[src/rtl/rtype_seq_ctrl.sv]
// Multi-cycle sequencer for the R-type datapath: accepts one instruction per
// handshake and steps it through DECODE, EXECUTE and WRITEBACK with registered controls.
module rtype_seq_ctrl #(
    parameter int COUNT_W = 16
) (
    input  logic               clk,
    input  logic               rst,
    input  logic               instr_valid,
    output logic               instr_ready,
    input  logic [31:0]        instr,
    output logic [4:0]         rf_ra,
    output logic [4:0]         rf_rb,
    output logic [4:0]         rf_rw,
    output logic               rf_we,
    output logic [2:0]         alu_ctl,
    input  logic [31:0]        alu_result,
    output logic [31:0]        wb_data,
    output logic               busy,
    output logic               done,
    output logic               illegal,
    output logic [COUNT_W-1:0] instr_count
);

    typedef enum logic [1:0] {
        IDLE = 2'd0,
        DEC  = 2'd1,
        EXE  = 2'd2,
        WB   = 2'd3
    } state_t;

    state_t      state;
    logic [31:0] ir;
    logic        dec_legal;
    logic [2:0]  dec_ctl;

    // Returns {legal, alu_ctl}; shamt plays no part in legality.
    function automatic logic [3:0] decode_funct(input logic [5:0] opcode, input logic [5:0] funct);
        logic [3:0] r;
        r = 4'b0000;
        if (opcode == 6'd0) begin
            case (funct)
                6'b100000, 6'b100001: r = 4'b1010;
                6'b100010, 6'b100011: r = 4'b1110;
                6'b100100:            r = 4'b1000;
                6'b100101:            r = 4'b1001;
                6'b100110:            r = 4'b1011;
                6'b100111:            r = 4'b1100;
                6'b101010:            r = 4'b1111;
                default:              r = 4'b0000;
            endcase
        end
        return r;
    endfunction

    assign {dec_legal, dec_ctl} = decode_funct(ir[31:26], ir[5:0]);

    assign instr_ready = (state == IDLE);
    assign busy        = (state != IDLE);

    always_ff @(posedge clk or negedge rst) begin
        if (!rst) begin
            state       <= IDLE;
            ir          <= '0;
            wb_data     <= '0;
            alu_ctl     <= '0;
            rf_ra       <= '0;
            rf_rb       <= '0;
            rf_rw       <= '0;
            rf_we       <= 1'b0;
            done        <= 1'b0;
            illegal     <= 1'b0;
            instr_count <= '0;
        end else begin
            done    <= 1'b0;
            illegal <= 1'b0;
            rf_we   <= 1'b0;
            case (state)
                IDLE: begin
                    // Read addresses come straight from the accepted word so they are valid in DEC.
                    if (instr_valid) begin
                        ir    <= instr;
                        rf_ra <= instr[25:21];
                        rf_rb <= instr[20:16];
                        state <= DEC;
                    end
                end
                DEC: begin
                    if (dec_legal) begin
                        alu_ctl <= dec_ctl;
                        state   <= EXE;
                    end else begin
                        illegal <= 1'b1;
                        state   <= IDLE;
                    end
                end
                EXE: begin
                    alu_ctl <= '0;
                    wb_data <= alu_result;
                    rf_rw   <= ir[15:11];
                    rf_we   <= (ir[15:11] != 5'd0);
                    done    <= 1'b1;
                    state   <= WB;
                end
                WB: begin
                    instr_count <= instr_count + 1'b1;
                    state       <= IDLE;
                end
                default: state <= IDLE;
            endcase
        end
    end

endmodule
[config.mk]
export PLATFORM = sky130hd
export DESIGN_NAME = rtype_seq_ctrl
export DESIGN_NICKNAME = d
export VERILOG_FILES = /design/src/rtl/rtype_seq_ctrl.sv
export SDC_FILE = /design/constraint.sdc
export NUM_CORES = 1
export LEC_CHECK = 0
export ABC_AREA = 1
export ABC_CLOCK_PERIOD_IN_PS = 1250
export BUFFER_PORTS_ARGS = -buffer_cell sky130_fd_sc_hd__buf_2
export CORE_MARGIN = 4
export CORE_UTILIZATION = 43
export DETAILED_ROUTE_END_ITERATION = 6
export PLACE_DENSITY = 0.79
export SYNTH_ARGS = -nofsm -noshare
export SYNTH_HDL_FRONTEND = slang
export SYNTH_SLANG_ARGS = --single-unit
[constraint.sdc]
create_clock -name clk -period 1.25 [get_ports clk]
set_input_delay 0.125 -clock clk [delete_from_list [all_inputs] [get_ports clk]]
set_output_delay 0.125 -clock clk [all_outputs]
set_load 0.01 [all_outputs]
Yosys cells after proc, flatten, opt, wreduce, memory -nomap -nowiden
Cells that the tools add are included.
{ "totals": {"ff_bits": 103, "out_inout_bits": 71} }
{ "classes": {"mux": 11, "eq_ne": 14, "n_addsub": 1, "reduce_logical": 9} }
{ "ops": {"columns": ["cell", "count"], "rows": [
  ["6-bit equality test, second input constant", 9],
  ["4-bit case mux with 7 select lines", 1],
  ["16-bit by 1-bit adder with 16-bit output, second input constant", 1],
  ["2-bit case mux with 4 select lines", 1],
  ["6-bit zero test", 1],
  ["3-bit case mux with 2 select lines", 1],
  ["5-bit nonzero test", 1],
  ["2-bit equality test, second input constant", 2],
  ["1-bit 2-to-1 mux", 4],
  ["2-bit 2-to-1 mux", 2],
  ["4-bit 2-to-1 mux", 1],
  ["2-bit != test, second input constant", 2],
  ["2-bit AND reduction", 2],
  ["2-bit nonzero test", 2],
  ["2-bit OR reduction", 2],
  ["3-bit 2-to-1 mux", 1],
  ["2-bit by 1-bit equality test with 1-bit output, second input constant", 1],
  ["2-bit zero test", 1]
]} }

Longest topological paths before layout
Gate-level depths: netlist of run 1.
{ "depth": {"word_depth": 6, "mapped_depth": 10, "mapped_depth_nobuf": 10} }

Worst setup path before layout of run 1
No wires, ideal clock.
{ "synth_path": {"kind": "register to register", "start": "register state[0]", "end": "register rf_ra[0]", "required_time_ns": 1.125, "slack_ns": -0.191, "n_path_buf": 1, "arrival_ns": 1.317, "path_stages_with_launch": 5, "path_cell_list": "dfrtp_1 > nor2_1 > nand2_2 > buf_4 > mux2_2"} }
{ "synth_between": {"elab_chain_len": 2} }
{ "synth_rtl": {"columns": ["element", "line_no", "rtl"], "rows": [
  ["from (decl)", "31", "state_t state;"],
  ["from (signal assigned)", "62", "state <= IDLE;"],
  ["from (signal assigned)", "84", "state <= DEC;"],
  ["from (signal assigned)", "90", "state <= EXE;"],
  ["2-bit zero test", null, null],
  ["via instr_ready", "9", "output logic instr_ready,"],
  ["2-bit AND reduction (no line)", null, null],
  ["to (signal assigned)", "82", "rf_ra <= instr[25:21];"],
  ["to (decl)", "11", "output logic [4:0] rf_ra,"]
]} }
The timed path passes the listed nets, and every way through them passes these cells.
A chain may end at the register's enable or synchronous reset.

==> results.toml, run 1 <==
[finish]
mostFrequentLayoutCells = "131 x nand2_1, 128 x buf_2, 86 x dfrtp_1"
multi_input_area_sq_mm = 0.00132
antenna_cells = 0
utilization = 0.653
area_growth_pct = 48.1
final_common_cell = "nand2_1"
drive_gt1_frac = 0.411
fill_cells = 669
seq_area_sq_mm = 0.00220
final_nets = 636

[setup_path]
start_kind = "flip-flop"
rr_worst_depth = 4
end_kind = "output pin"
crit_fanout = 4
r2r_setup_slack_ps = -40
worst-endpoint-arrival_ps = 1190
rr_endpoint = "rf_ra[1]"
critical_path_required_ps = 1120
path_class = "flip-flop to output pin"

[status]
status = "complete, but fails checks"
violations = "setup timing"

[timing]
finClkSkew_ps = 12.3
hold_viol = 0
fin_setup_tns_ps = -620
fmax_mhz = 758
layout_setup_ws_ps = -68.8
slew_violations = 0
rsz0062_at_grt = "yes"
post-route-period-util = 1.06
tightest_slew_ps = 237
period_minus_slack_ps = 1320
slew_headroom = 0.842
setup_viol = 28

[floorplanning]
core_region_area_sq_mm = 0.00822
rows = 33
die_h_um = 99.8
dieWidth_um = 99.8
fp.dieArea_sq_mm = 0.00996
start_util = 0.441
io_pins = 138

[grt]
grt_overflow = 0
grt_pass1_vias = 3260
grt_pass1_wl_um = 14900
grt_max_degree = 48
track_usage = 0.186
antenna_found_initial = 0

[detailed_routing]
ant_nets = 0
wl_per_cell_um = 13.6
first_pass_iters = 4
wl_um = 9190
viasPerCell = 4.62
drt-initial-drc-count = 74
vias = 3126
drcViolationCount = 0

[clocking]
cts_buffers = 9
root_buffer = "clkbuf_8"
cts_max_level = 3
clkTransAtPathRegs_ps = 80
clkLatencyLatePin_ps = 340
clock_path_buffers = 2
clock-sinks = 88
tritoncts = "built"

[run]
maxCapViolCount = 0

[synth]
seq_area_frac_synth = 0.608
yosys_most_used_dff = "dfrtp_1"
synth_top_area_frac = 0.608
syn_inst = 374
yosysUniqueCellTypes = 25
synth_area_leaders = "dfrtp_1 61%, nand2_1 14%, mux2_2 5.6%"
yosys_warnings = 0
syn_avg_cell_area_sq_um = 9.69
synth-seq-cells = 88
synth_area_sq_mm = 0.00362
async_reset_ff_frac = 1.00
synth_edf_count = 0
syn-num-nets = 442
yosysTopAreaCell = "dfrtp_1"

[pwr]
ir_drop_mv = 0.668
finalPower_mw = 6.62
p_leak_nw = 2.76
power.density_mw_per_mm2 = 1230

[place]
gp_congestion = 0.840
io_buffer_count = 132
dp_hpwl_um = 6110

[min_path]
hold_path_depth = 2
min_to = "rf_ra[3]"
hp-start = "instr[24]"
hold_path_class = "input pin to flip-flop"
## worst max path at each step
stage,start,endpoint,slack [ps],cells after the start
floorplan,instr_count[0],instr_count[14],-110,8
global placement,ir[27],alu_ctl[2],-20,7
detailed placement,ir[27],alu_ctl[2],-70,7
CTS,state[0],busy,-110,4
global route,instr_count[1],instr_count[14],-160,8
finish,flip-flop,busy,-70,4
## worst max-delay path, stage by stage, from the launching register on
cell and delay, ps:
dfrtp_2 450, nor2_4 160, buf_6 110, inv_2 30
buf_6 100
## through the flow
step	cells	setup slack, ps	cell area, sq um	hold WS, ps
after floorplan	374	-106	3640	-171
after global placement	616	-19.8	4540	-42.4
after detailed placement	616	-73.4	4540	-38.3
after CTS	673	-111	5240	0.509
after global routing	677	-158	5370	1.42
final	677	-68.8	5370	12.3
## synthesized netlist by cell type, drive strengths merged, types with 6 or more instances
library cell and instances:
nor2 31, xor2 6, a21oi 10, clkbuf 7
nand2 139, o21ai 8, xnor2 6, nand3 12
dfrtp 88, mux2 18, buf 13, inv 26
## power by group
| group | switching [mW] | internal [mW] |
|---|---|---|
| clock | 0.923 | 1.12 |
| combinational | 0.616 | 0.602 |
| sequential | 0.178 | 3.18 |
| total | 1.72 | 4.90 |
## kinds of logic (layout without fill, tap and decap cells)
family / Yosys count / in the layout / share of synthesized area
compound gates: 20 / 20 / 0.0293
xor+xnor: 12 / 12 / 0.0290
buf+inv: 46 / 244 / 0.0614
simple gates: 189 / 189 / 0.213
fa+ha+maj: 1 / 1 / 0.00345
flops: 88 / 88 / 0.608
mux: 18 / 18 / 0.0559
## flip-flops by register name, summed over array words and instances (netlist names), named ones only
signal,cells
wb_data,32
rf_we,1
ir,19
rf_ra,4
state,1
done,1
rf_rw,5
instr_count,16
illegal,1
rf_rb,4
alu_ctl,3
## per-layer routing
layer  share of wire  routed length, um  track usage
met5               0                  0            0
met2            0.54               4920        0.329
met1            0.40               3630        0.222
met4           0.015                140       0.0714
met3           0.054                496       0.0403
## area by class of cell
type	instances	share of cell area
sequential	88	0.411
timing repair buffer	203	0.263
multi-input combinational	240	0.246
clock buffer	12	0.0252
tap	105	0.0245
inverter	26	0.0182
clock inverter	3	0.0126
## what timing repair did
action	CTS	global route
gates resized for setup	18	25
cloned	1	1
endpoints found under the hold margin	124	2
setup buffers	4	1
endpoints found under the setup margin	45	76
hold buffers	37	2
pin swaps	2	9
(Power assumes the default switching activity.)
==> inputs of run 2 (changes only) <==
Settings changed: ABC_AREA 1 to default.
==> run 2 against run 1 <==
Net effect:
- the flow still finishes with violations (setup timing)
- core utilization up 1.7 points
- synthesized area down 1.1%
- count of clock-buffer cells in the layout shrank 2
- power up 16%
- cell area increased by 2.0%
- critical path type is now flip-flop to flip-flop
- largest cell class unchanged
- highest routed layer unchanged
==> results.toml, run 2 <==
[status]
status = "complete, but fails checks"
violations = "setup timing"

[detailed_routing]
wl_per_cell_um = 14.5
viasPerCell = 4.67
first_pass_iters = 5
drcViolationCount = 0
wl_um = 9290
ant_nets = 0
drt-initial-drc-count = 44
vias = 2995

[timing]
period_minus_slack_ps = 1500
tightest_slew_ps = 492
fin_setup_tns_ps = -7260
slew_headroom = 0.672
hold_viol = 0
layout_setup_ws_ps = -250
hold-worst-slack_ps = 22.0
slew_violations = 0
post-route-period-util = 1.20
finClkSkew_ps = 9.02
rsz0062_at_grt = "yes"
setup_viol = 43
fmax_mhz = 667

[floorplanning]
dieWidth_um = 99.3
rows = 33
die_h_um = 99.3
core_region_area_sq_mm = 0.00818
fp.dieArea_sq_mm = 0.00986
start_util = 0.439
io_pins = 138

[clocking]
clkTransAtPathRegs_ps = 80
clock-sinks = 88
tritoncts = "built"
cts_buffers = 9
cts_max_level = 3
clock_path_buffers = 2
root_buffer = "clkbuf_8"
clkLatencyLatePin_ps = 340

[grt]
use_met1 = 0.216
grt_max_degree = 89
antenna_found_initial = 0
grt_overflow = 0
met3_usage = 0.0372
grt_pass1_vias = 3122
track_usage = 0.186
grt_pass1_wl_um = 14600
gr-usage-met2 = 0.331
gr-max-usage-layer = "met2"

[synth]
synth-seq-cells = 88
ys_top_cells_by_count = "124 x nand2_1, 88 x dfrtp_1, 20 x mux2_2"
synth_area_sq_mm = 0.00359
yosysMostFrequentCell = "nand2_1"
seq_area_frac_synth = 0.614
synth_top_area_frac = 0.614
yosysTopAreaCell = "dfrtp_1"
syn_inst = 328
yosys_most_used_dff = "dfrtp_1"
syn_avg_cell_area_sq_um = 10.9
yosys_warnings = 0
syn-num-nets = 396
async_reset_ff_frac = 1.00
yosysUniqueCellTypes = 33
synth_area_leaders = "dfrtp_1 61%, nand2_1 13%, mux2_2 6.3%"
synth_edf_count = 0

[finish]
antenna_cells = 0
final_nets = 601
largest_register = "wb_data"
mostFrequentLayoutCells = "131 x buf_2, 122 x nand2_1, 88 x dfrtp_1"
largest_reg_flops = 32
utilization = 0.670
stdcell_count = 642
drive_gt1_frac = 0.408
fill_cells = 609
fin_area_sq_mm = 0.00548
area_growth_pct = 52.8
final_common_cell = "buf_2"
reg.largest.list = "wb_data: 32 flops, ir: 19 flops, instr_count: 16 flops"

[setup_path]
path_class = "flip-flop to flip-flop"
critical_path_required_ps = 1480
start_kind = "flip-flop"
worst-endpoint-arrival_ps = 1730
crit_fanout = 5
r2r_setup_slack_ps = -250
end_kind = "flip-flop"

[pwr]
finalPower_mw = 7.70
ir_drop_mv = 0.723
p_leak_nw = 2.78
power.density_mw_per_mm2 = 1410

[run]
maxCapViolCount = 0

[place]
place_ws_ps = -241
gp_congestion = 0.751
io_buffer_count = 132
dp.cells = 569
post_dp_cell_area_sq_mm = 0.00450
dp_hpwl_um = 5910

[min_path]
hold_path_class = "input pin to flip-flop"
run 2: cell count changes in the layout (fill, tap and decap cells not counted), moves of 4 or more:
cell / delta
a21oi_1: -8
dlygate4sd3_1: +14
inv_1: -16
inv_2: -8
mux2_2: -13
mux2_4: +21
nand2_1: -9
nor2_1: -10
nor2_2: -8
nor2_4: -5
o21ai_0: -4
xnor2_1: +8
xor2_1: -4
run 2: metal layers:
layer,up-vias,share of wire
li1,1446,-
met1,1423,0.41
met2,103,0.51
met3,23,0.056
met4,0,0.024
met5,-,0
run 2: layout make-up:
cell class,count,area (sq um),share of cell area
clock buffer,10,138,0.0251
clock inverter,5,105,0.0192
inverter,4,25.0,0.00457
multi-input combinational,213,1320,0.241
sequential,88,2200,0.402
tap,105,131,0.0240
timing repair buffer,217,1560,0.284
run 2: power breakdown:
group	switching [mW]	internal, mW	total (mW)
sequential	0.280	3.34	3.62
clock	0.967	1.37	2.34
combinational	0.846	0.896	1.74
total	2.09	5.61	7.70
run 2: worst max-delay path, stage by stage, from the launching register on:
cell     delay [ps]
dfrtp_1         390
or2_4           270
inv_4            50
and2_4          180
buf_4           170
mux2_2          340
run 2: final timing paths:
kind                             start         endpoint  depth (start not counted)
max                           state[0]           ir[31]                          5
min                           instr[2]            ir[2]                          3
max reg2reg                   state[0]           ir[31]                          5
min reg2reg                wb_data[24]      wb_data[24]                          2
max in group asynchronous          rst            ir[3]                          3
min in group asynchronous          rst  instr_count[11]                          3
run 2: cells by family after synthesis:
| logic type | share of synthesized area |
|---|---|
| AO/OA/AOI/OAI | 0.0129 |
| multiplexers | 0.0963 |
| XOR/XNOR | 0.0391 |
| adder cells (fa/ha/maj) | 0.00349 |
| flip-flops | 0.614 |
| AND/OR/NAND/NOR | 0.187 |
| buffers and inverters | 0.0468 |
run 2: timing repair:
action	4_1_cts	5_1_grt
gates cloned	1	2
endpoints found under the setup margin	63	59
hold buffers	52	1
endpoints found under the hold margin	139	1
gates resized for setup	11	23
setup buffers	0	2
pin swaps	4	3
==> inputs of run 3 (changes only) <==
Settings changed: ABC_CLOCK_PERIOD_IN_PS 1250 to 1400, PLACE_DENSITY 0.79 to 0.77.
Clock period 1.25 ns to 1.4 ns, I/O delays scaled along.
==> run 3 against run 2 <==
Net effect:
- the run still ends with setup timing left
- register-to-register slack better by 150 ps
- first-iteration DRC count increased by 64%
- combinational power decreased by 17%
- flip-flop and latch count did not move
- cell area down 5.1%
- wire length shrank 5.8%
- worst setup slack improved by 150 ps
- sequential share of layout area grew 2.1 points
- highest routed layer unchanged
- die area unchanged
- critical path depth stayed put
- power fell by 13%
- critical path type unchanged
- hold slack got worse by 11 ps
==> results.toml, run 3 (synthesized netlist as in run 2, its figures left out) <==
[status]
status = "complete, but fails checks"
violations = "setup timing"

[floorplanning]
fp.dieArea_sq_mm = 0.00986
start_util = 0.439
die_h_um = 99.3
io_pins = 138
dieWidth_um = 99.3
core_region_area_sq_mm = 0.00818
rows = 33

[finish]
mostFrequentLayoutCells = "131 x buf_2, 113 x nand2_1, 88 x dfrtp_1"
fill_cells = 675
largest_register = "wb_data"
final_common_cell = "buf_2"
largest_reg_flops = 32
reg.largest.list = "wb_data: 32 flops, ir: 19 flops, instr_count: 16 flops"
seq_area_sq_mm = 0.00220
antenna_cells = 0
final_nets = 569
drive_gt1_frac = 0.443
multi_input_area_sq_mm = 0.00133
area_growth_pct = 45.0

[setup_path]
end_kind = "flip-flop"
start_kind = "flip-flop"
critical_path_required_ps = 1630
worst-endpoint-arrival_ps = 1730
r2r_setup_slack_ps = -100
crit_fanout = 18
rr_endpoint = "ir[15]"
path_class = "flip-flop to flip-flop"
setup.worst_path.start = "state[0]"
reg2reg_from = "state[0]"
rr_worst_depth = 5

[grt]
grt_max_degree = 89
grt_pass1_wl_um = 13800
grt_overflow = 0
antenna_found_initial = 0
track_usage = 0.172
grt_pass1_vias = 2863

[timing]
slew_violations = 0
slew_headroom = 0.693
tightest_slew_ps = 461
hold_viol = 0
layout_setup_ws_ps = -100
rsz0062_at_grt = "yes"
post-route-period-util = 1.07
fin_setup_tns_ps = -2180
period_minus_slack_ps = 1500
fmax_mhz = 667
setup_viol = 41
finClkSkew_ps = 13.5

[place]
place_ws_ps = -76.8
io_buffer_count = 132
dp_hpwl_um = 5620
gp_congestion = 0.784

[pwr]
ir_drop_mv = 0.994
finalPower_mw = 6.70
clkPwrFrac = 0.301
p_leak_nw = 2.61
combPwrFrac = 0.216
intPower_mw = 4.86
seqPwrFrac = 0.483
net-switching-power_mw = 1.84
p_sw_frac = 0.274
power.density_mw_per_mm2 = 1290

[detailed_routing]
vias = 2852
viasPerCell = 4.67
drt-initial-drc-count = 72
drcViolationCount = 0
wl_per_cell_um = 14.3
first_pass_iters = 4
ant_nets = 0
wl_um = 8750

[clocking]
tritoncts = "built"
clock-sinks = 88
cts_max_level = 3
clock_path_buffers = 2
root_buffer = "clkbuf_8"
clkTransAtPathRegs_ps = 90
cts_buffers = 9
clkLatencyLatePin_ps = 340

[min_path]
hold_path_depth = 3
hp-start = "alu_result[21]"
min_to = "wb_data[21]"
hold_path_class = "input pin to flip-flop"

[run]
maxCapViolCount = 0
==> run 3: changes by cell type in the layout (fill, tap and decap cells not counted), sizes merged <==
cell         before  now
buf             162  152
bufinv            3    2
clkbuf           12   14
dlygate4sd3      53   31
==> run 3: critical path, cell delays in order (launching register included) <==
cell and delay, ps:
dfrtp_1 400, or2_4 270, inv_4 50, and2_4 160, buf_12 160, mux2_2 340
==> run 3: stage by stage <==
step / instance area, sq um / hold slack (ps) / instances / utilization
floorplan: 3590 / -156 / 328 / -
global placement: 4370 / 207 / 554 / 0.535
detailed placement: 4370 / 215 / 554 / 0.535
CTS: 4930 / 1.89 / 601 / 0.603
global route: 5200 / 1.23 / 611 / 0.636
finish: 5200 / 11.2 / 611 / 0.636
==> run 3: final cells by class <==
type                            count  area share
Clock buffer                       12      0.0318
Clock inverter                      4      0.0144
Inverter                            4     0.00481
Multi-Input combinational cell    213       0.256
Sequential cell                    88       0.423
Tap cell                          105      0.0253
Timing Repair Buffer              185       0.244
==> run 3: power groups by stage <==
stage | logic, mW | clock network (mW) | registers (mW)
3_5_place_dp | 1.33 | 0 | 3.28
3_3_place_gp | 1.28 | 0 | 3.24
2_1_floorplan | 0.561 | 0 | 3.41
6_report | 1.45 | 2.01 | 3.24
5_1_grt | 1.60 | 2.20 | 3.30
4_1_cts | 1.42 | 2.08 | 3.23
==> run 3: worst max-delay path by stage <==
stage	end	slack [ps]	cells after the start
finish	ir[15]	-100	5
global route	ir[11]	-160	5
CTS	rf_rb[1]	-100	5
detailed placement	instr_count[15]	-80	5
global placement	ir[25]	-40	5
floorplan	ir[27]	-180	6
==> run 3: layer usage <==
metal,GRT usage,routed length [um],up-vias
li1,-,-,1384
met1,0.210,3520,1365
met2,0.299,4560,90
met3,0.0407,532,13
met4,0.0599,139,0
met5,0,0,-
==> run 3: repair_timing <==
| action | in CTS | in global routing |
|---|---|---|
| setup endpoints to repair | 34 | 72 |
| gates resized for setup | 6 | 38 |
| pin swaps | 3 | 8 |
| cloned | 0 | 3 |
| hold endpoints to repair | 116 | 2 |
| hold buffers | 29 | 2 |
| setup buffers | 2 | 5 |
